File: config.mk
export PLATFORM = sky130hd
export DESIGN_NAME = sp_ram_be
export DESIGN_NICKNAME = d
export VERILOG_FILES = /design/src/rtl/sp_ram_be.sv
export SDC_FILE = /design/constraint.sdc
export NUM_CORES = 1
export LEC_CHECK = 0
export ABC_AREA = 1
export CORE_MARGIN = 2
export CORE_UTILIZATION = 50
export DETAILED_ROUTE_END_ITERATION = 8
export GPL_ROUTABILITY_DRIVEN = 0
export GPL_TIMING_DRIVEN = 1
export PLACE_DENSITY = 0.66
export SLEW_MARGIN = 0
export SYNTH_ARGS = -nofsm -noshare
export SYNTH_HDL_FRONTEND = slang
export SYNTH_SLANG_ARGS = --single-unit
File: constraint.sdc
create_clock -name clk -period 2.88 [get_ports clk]
set_clock_uncertainty 0.1 [all_clocks]
set_input_delay 0.288 -clock clk [delete_from_list [all_inputs] [get_ports clk]]
set_output_delay 0.288 -clock clk [all_outputs]
set_load 0.01 [all_outputs]
File: src/rtl/sp_ram_be.sv
// Parametrised single-port RAM with lane write enables, selectable read-during-write data and a clear sequencer.
// Optional SP_RAM_OUT_REG_EN adds one output register stage on q/q_valid.
module sp_ram_be #(
  parameter int                DATA_W   = 8,
  parameter int                ADDR_W   = 6,
  parameter int                LANE_W   = 8,
  parameter int                RDW_MODE = 0,
  parameter logic [DATA_W-1:0] INIT_VAL = '0
) (
  input  logic                       clk,
  input  logic                       rst_n,
  input  logic                       clr,
  input  logic                       req,
  input  logic                       we,
  input  logic [ADDR_W-1:0]          addr,
  input  logic [DATA_W-1:0]          data,
  input  logic [DATA_W/LANE_W-1:0]   be,
  output logic                       ready,
  output logic [DATA_W-1:0]          q,
  output logic                       q_valid,
  output logic                       clr_done
);

  localparam int DEPTH     = 2 ** ADDR_W;
  localparam int NUM_LANES = DATA_W / LANE_W;

  localparam logic [0:0] ST_CLEAR = 1'b0;
  localparam logic [0:0] ST_IDLE  = 1'b1;

  logic [DATA_W-1:0]    r_mem [DEPTH];
  logic [0:0]           r_state;
  logic [ADDR_W-1:0]    r_ptr;
  logic [DATA_W-1:0]    r_q;
  logic                 r_q_valid;

  logic                 w_clearing;
  logic                 w_accept;
  logic [ADDR_W-1:0]    w_wr_addr;
  logic [DATA_W-1:0]    w_wr_data;
  logic [NUM_LANES-1:0] w_lane_we;
  logic [DATA_W-1:0]    w_rd_word;
  logic [DATA_W-1:0]    w_merged;

  assign w_clearing = (r_state == ST_CLEAR);
  // clr wins over a request presented in the same cycle
  assign w_accept   = (r_state == ST_IDLE) && req && !clr;
  assign w_wr_addr  = w_clearing ? r_ptr : addr;
  assign w_wr_data  = w_clearing ? INIT_VAL : data;
  assign w_lane_we  = w_clearing ? {NUM_LANES{1'b1}}
                                 : ((w_accept && we) ? be : {NUM_LANES{1'b0}});
  assign w_rd_word  = r_mem[addr];

  generate
    for (genvar gi = 0; gi < NUM_LANES; gi++) begin : g_merge
      assign w_merged[gi*LANE_W +: LANE_W] = be[gi] ? data[gi*LANE_W +: LANE_W]
                                                    : w_rd_word[gi*LANE_W +: LANE_W];
    end
  endgenerate

  always_ff @(posedge clk) begin
    for (int i = 0; i < NUM_LANES; i++) begin
      if (w_lane_we[i]) begin
        r_mem[w_wr_addr][i*LANE_W +: LANE_W] <= w_wr_data[i*LANE_W +: LANE_W];
      end
    end
  end

  always_ff @(posedge clk or negedge rst_n) begin
    if (!rst_n) begin
      r_state <= ST_CLEAR;
      r_ptr   <= '0;
    end else if (clr) begin
      r_state <= ST_CLEAR;
      r_ptr   <= '0;
    end else if (w_clearing) begin
      r_ptr <= r_ptr + ADDR_W'(1);
      if (&r_ptr) begin
        r_state <= ST_IDLE;
      end
    end
  end

  // r_q only moves together with a response strobe, so it holds between responses
  always_ff @(posedge clk or negedge rst_n) begin
    if (!rst_n) begin
      r_q       <= '0;
      r_q_valid <= 1'b0;
    end else begin
      r_q_valid <= 1'b0;
      if (w_accept && !we) begin
        r_q       <= w_rd_word;
        r_q_valid <= 1'b1;
      end else if (w_accept && we && (RDW_MODE == 1)) begin
        r_q       <= w_merged;
        r_q_valid <= 1'b1;
      end
    end
  end

  assign ready    = (r_state == ST_IDLE);
  assign clr_done = w_clearing && (&r_ptr) && !clr;

`ifdef SP_RAM_OUT_REG_EN
  logic [DATA_W-1:0] r_q_out;
  logic              r_q_valid_out;

  always_ff @(posedge clk or negedge rst_n) begin
    if (!rst_n) begin
      r_q_out       <= '0;
      r_q_valid_out <= 1'b0;
    end else begin
      r_q_out       <= r_q;
      r_q_valid_out <= r_q_valid;
    end
  end

  assign q       = r_q_out;
  assign q_valid = r_q_valid_out;
`else
  assign q       = r_q;
  assign q_valid = r_q_valid;
`endif

endmodule

# ---- Word-level counts from Yosys, hierarchy flattened
# Memory sizes are Yosys's and may differ from the RTL's. A register that Yosys moved wholly into a read port is not among the register bits.
# Index checks and enable logic that the tools add are counted.
dict set report word_totals {
  regBits 8
  output_inout_bits 11
  memories 1
  in_bits 20
  ram_bits 512
}
dict set report op_classes {
  n_eq_ne 1
  add_sub_neg 1
  reduce_logical 10
  muxes 12
  n_bitwise 1
}
# name depth width rd rd_clocked_by_memory_dff wr line
set memory_table {}
lappend memory_table {r_mem 64 8 1 1 1 30} ;# logic [DATA_W-1:0] r_mem [DEPTH];
# operator n
set op_table {}
lappend op_table {{$mux 6} 3}
lappend op_table {{$mux 1} 8}
lappend op_table {{$mux 8} 1}
lappend op_table {{$add 6x1->6 const B} 1}
lappend op_table {{$logic_and 1x1->1} 6}
lappend op_table {{$reduce_and 6->1} 1}
lappend op_table {{$logic_not 1->1} 3}
lappend op_table {{$ne 2x2->1 const B} 1}
lappend op_table {{$not 1->1} 1}

# ---- Longest topological paths before layout
dict set report logic_depth {
  depth_word 7
  mapped_depth 14
  depth_no_buf 11
}

# ---- Worst setup path before layout
# No wires, ideal clock.
dict set report synth_path {
  path_type {register to register}
  startpoint {register r_state, in the netlist ready}
  endpoint {memory r_mem[0][0] (data pin)}
  stages_incl_launch_ff 5
  required_time_ps 2437
  t_arrival_ps 1707
  period_less_slack_ps 2150
  setup_time_ps 343
  path_slack_ps 730
  n_path_buf 2
  cell_sequence {dfrtp_1 > buf_4 > clkbuf_1 > nand2_1 > inv_1}
}
dict set report synth_via {
  elab_chain_cells 1
}
# element line
set synth_rtl {}
lappend synth_rtl {{start, declared} 31} ;# logic [0:0] r_state;
lappend synth_rtl {{start signal, assigned} 70} ;# r_state <= ST_CLEAR;
lappend synth_rtl {{start signal, assigned} 73} ;# r_state <= ST_CLEAR;
lappend synth_rtl {{start signal, assigned} 78} ;# r_state <= ST_IDLE;
lappend synth_rtl {{$mux 8} 48} ;# assign w_wr_data = w_clearing ? INIT_VAL : data;
lappend synth_rtl {{net w_wr_data[0]} 39} ;# logic [DATA_W-1:0] w_wr_data;
lappend synth_rtl {{end, declared} 30}
# The timed path passes the listed nets, and every way through them passes these cells.

# ---- Worst setup path after layout
dict set report layout_path {
  startpoint {register r_ptr[0]}
  endpoint {output clr_done}
}
dict set report layout_via {
  elab_chain_cells 3
}
# element line
set layout_rtl {}
lappend layout_rtl {{start, declared} 32} ;# logic [ADDR_W-1:0] r_ptr;
lappend layout_rtl {{start signal, assigned} 76} ;# r_ptr <= r_ptr + ADDR_W'(1);
lappend layout_rtl {{$reduce_and 6->1} 101} ;# assign clr_done = w_clearing && (&r_ptr) && !clr;
lappend layout_rtl {{$logic_and 1x1->1 (2 in series)} 101}
lappend layout_rtl {{end, declared} 21} ;# output logic clr_done
# Every way passes these cells.

==> results.md <==
- Avg Inst Size Synth: 11.70 sq um
- Residual DRC: 0
- Nets@finish: 1979
- R2R setup slack: 0.50 ns
- Synth area leaders: edfxtp_1 70%, nand2_1 11%, nand3_1 11%, buf_6 1.9%, dfrtp_1 1.8%
- Yosys warnings: 0
- Core Box Area: 43170 sq um
- CTS buffer count: 51
- Setup_tns: 0 ns
- Crit path DAT: 2.27 ns
- Clk Latency, worst-skew pair: 0.58 ns
- Largest net degree at the start of global routing: 129
- Die X-Extent: 213.3 um
- Cells after synthesis: 1872
- Vias in the first global route: 13780
- Synth top area share: 70.19%
- Multi-input gate area: 5191 sq um
- Detailed Routing Iterations Pass 1: 6
- IR drop worst, VDD: 542.4 uV
- Total track usage: about 24%
- CP max stage cell: clkdlybuf4s50_1
- Post_cts resized: 0
- Post-CTS setup buffer count: 0
- Worst slack, placed: 0.3552 ns
- DIE AREA: 45500 sq um
- Synth area leader: edfxtp_1
- Post-DP HPWL: 32820 um
- Kind of start point of the critical path: register
- First-pass GRT wire length: 80540 um
- Initial antenna violation count: 1
- Routed vias: 14380
- Post-synthesis sequential element count: 528
- Synthesized Nets: 1893
- Post-Route WL: between 50000 and 60000 um
- Post-Synthesis Cell Area: 21900 sq um
- Final period utilization: 92.34%
- Port Buffers: 30
- CP Capture Point: clr_done
- Root Buffer: clkbuf_16
- Crit-path max FO: 3
- CP Launch Point: r_ptr[0]
- Post-synth cell types: 27
- Initial DRC count: 1766
- Pins Over Slew Limit: 0
- Filler cell count: around 3600
- Reg-to-Reg Start: ready
- Ratio of cells with drive above 1 in the final layout: 9.965%
- Layout area overhead: 13.13%
- CTS tree: done
- Final Hold Viols: 0
- CP Cell Sequence: ha_1 > inv_1 > nor2_1 > nand2_1 > nor4_1 > clkdlybuf4s50_1
- Die Y-Extent: 213.3 um
- CTS clk-pin slew, worst paths: 0.06 ns
- R2r worst-path depth: 7
- GRT overflow: 0
- Routed length per instance: 20.86 um
- Max-Cap Viols: 0
- Setup ws final: approximately 0.22 ns
- I/O pin cnt: 31
- Routed Antenna Nets: 0
- Hold Crit Class: in2async
- Hold buffers post-CTS: 0
- Initial Util: 50.74%
- Sequential share of the synthesized area: 72.02%
- Crit Path Category: reg2out
- Status: completed
- Static Leak: 0.009306 uW
- Vias per cell: 5.569
- Crit path required time: 2.49 ns
- Final Setup Violations: 0
- Worst-case clock buffer depth: 3
- H-tree Lvls: 2
- RSZ-0062 raised after global routing: no
- Clock Sinks: ~530
- ANT cells: 0
- Pwr dens: 630.5 nW/um^2
- F_max: approximately 380 MHz
- Slew HR: 49.45%
- Worst reg2reg path endpoint: r_mem[10][3]
- Biggest cell delay along the critical path: 0.59 ns
- Slew @ Worst Pin: 0.7559 ns
- Register area: roughly 16000 sq um
- Cell row count: 76
- Most frequent cells in the layout: 634 x nand2_1, 512 x edfxtp_1, 465 x nand3_1
- Post-layout min period: between 2 and 3 ns
- Setup crit end kind: output port
- Commonest non-fill, non-tap cell in the layout: nand2_1
==> per-layer routing <==
layer	GRT usage, %	part of all wire [%]	up-vias
li1	-	-	6744
met1	31.92	41	6888
met2	38.99	47	612
met3	4.604	8.0	134
met4	10.75	4.1	2
met5	0	0.026	-
==> registers in the layout (all words and copies together), names as in the netlist <==
signal   count
r_mem      512
q            8
r_ptr        6
q_valid      1
ready        1
==> cells in the mapped netlist (all sizes together) <==
| cell | n |
|---|---|
| buf | 99 |
| o31ai | 2 |
| edfxtp | 512 |
| a211oi | 1 |
| nand2 | 634 |
| nor2 | 73 |
| inv | 29 |
| nand4 | 8 |
| clkinv | 1 |
| a21oi | 6 |
| ha | 1 |
| o21ai | 7 |
| clkbuf | 12 |
| nor4 | 1 |
| nand3 | 465 |
| nor3 | 5 |
| dfrtp | 16 |
==> how the worst min path moves through the flow <==
stage,slack [ns],from,end
5_1_grt,0.11,rst_n,r_ptr[1]
4_1_cts,0.06,rst_n,r_ptr[1]
6_report,0.05,rst_n,q[0]
3_5_place_dp,0.37,q[6],q[6]
2_1_floorplan,-0.11,rst_n,q[0]
3_3_place_gp,0.37,q[4],q[4]
==> worst max-delay path, delay by kind of cell (launching register included) <==
kind / cells / cell delay, ns
buffers and inverters: 2 / 0.65
AND/OR/NAND/NOR: 3 / 0.47
flip-flops: 1 / 0.38
adder cells (fa/ha/maj): 1 / 0.18
==> cell families (layout without fill, tap and decap cells) <==
logic type                 count (synthesis)  in the layout  share of synthesized area (%)
adders and majority gates                  1              1                        0.05711
DFF                                      528            528                          72.02
AOI/OAI and AO/OA                         16             16                         0.4798
and+or+nand+nor                         1186           1186                          23.16
buffers and inverters                    141            266                          4.284
==> power breakdown <==
part	total, uW	switching [uW]	internal [uW]
sequential	8370	14.7	8350
clock	6400	2700	3700
combinational	856	596	260
total	15600	3310	12300
==> metrics by stage <==
stage               instance area [sq um]  utilization [%]  hold slack (ns)  power [uW]  instances
floorplan                           21900                -          -0.1076        9106       1872
global placement                    23180            53.70           0.3681        9363       2490
detailed placement                  23180            53.70           0.3661        9372       2490
CTS                                 24780            57.40          0.05874       15700       2582
global route                        24780            57.40           0.1092       16110       2582
finish                              24780            57.40          0.05441       15620       2582
==> cell type report <==
type	count	share of cell area (%)
repair buffers	144	5.498
clock buffers	64	5.519
well taps	585	2.954
flip-flops and latches	528	63.66
clock inverters	28	0.9391
multi-input cells	1203	20.95
inverters	30	0.4847
(Power assumes the default switching activity.)
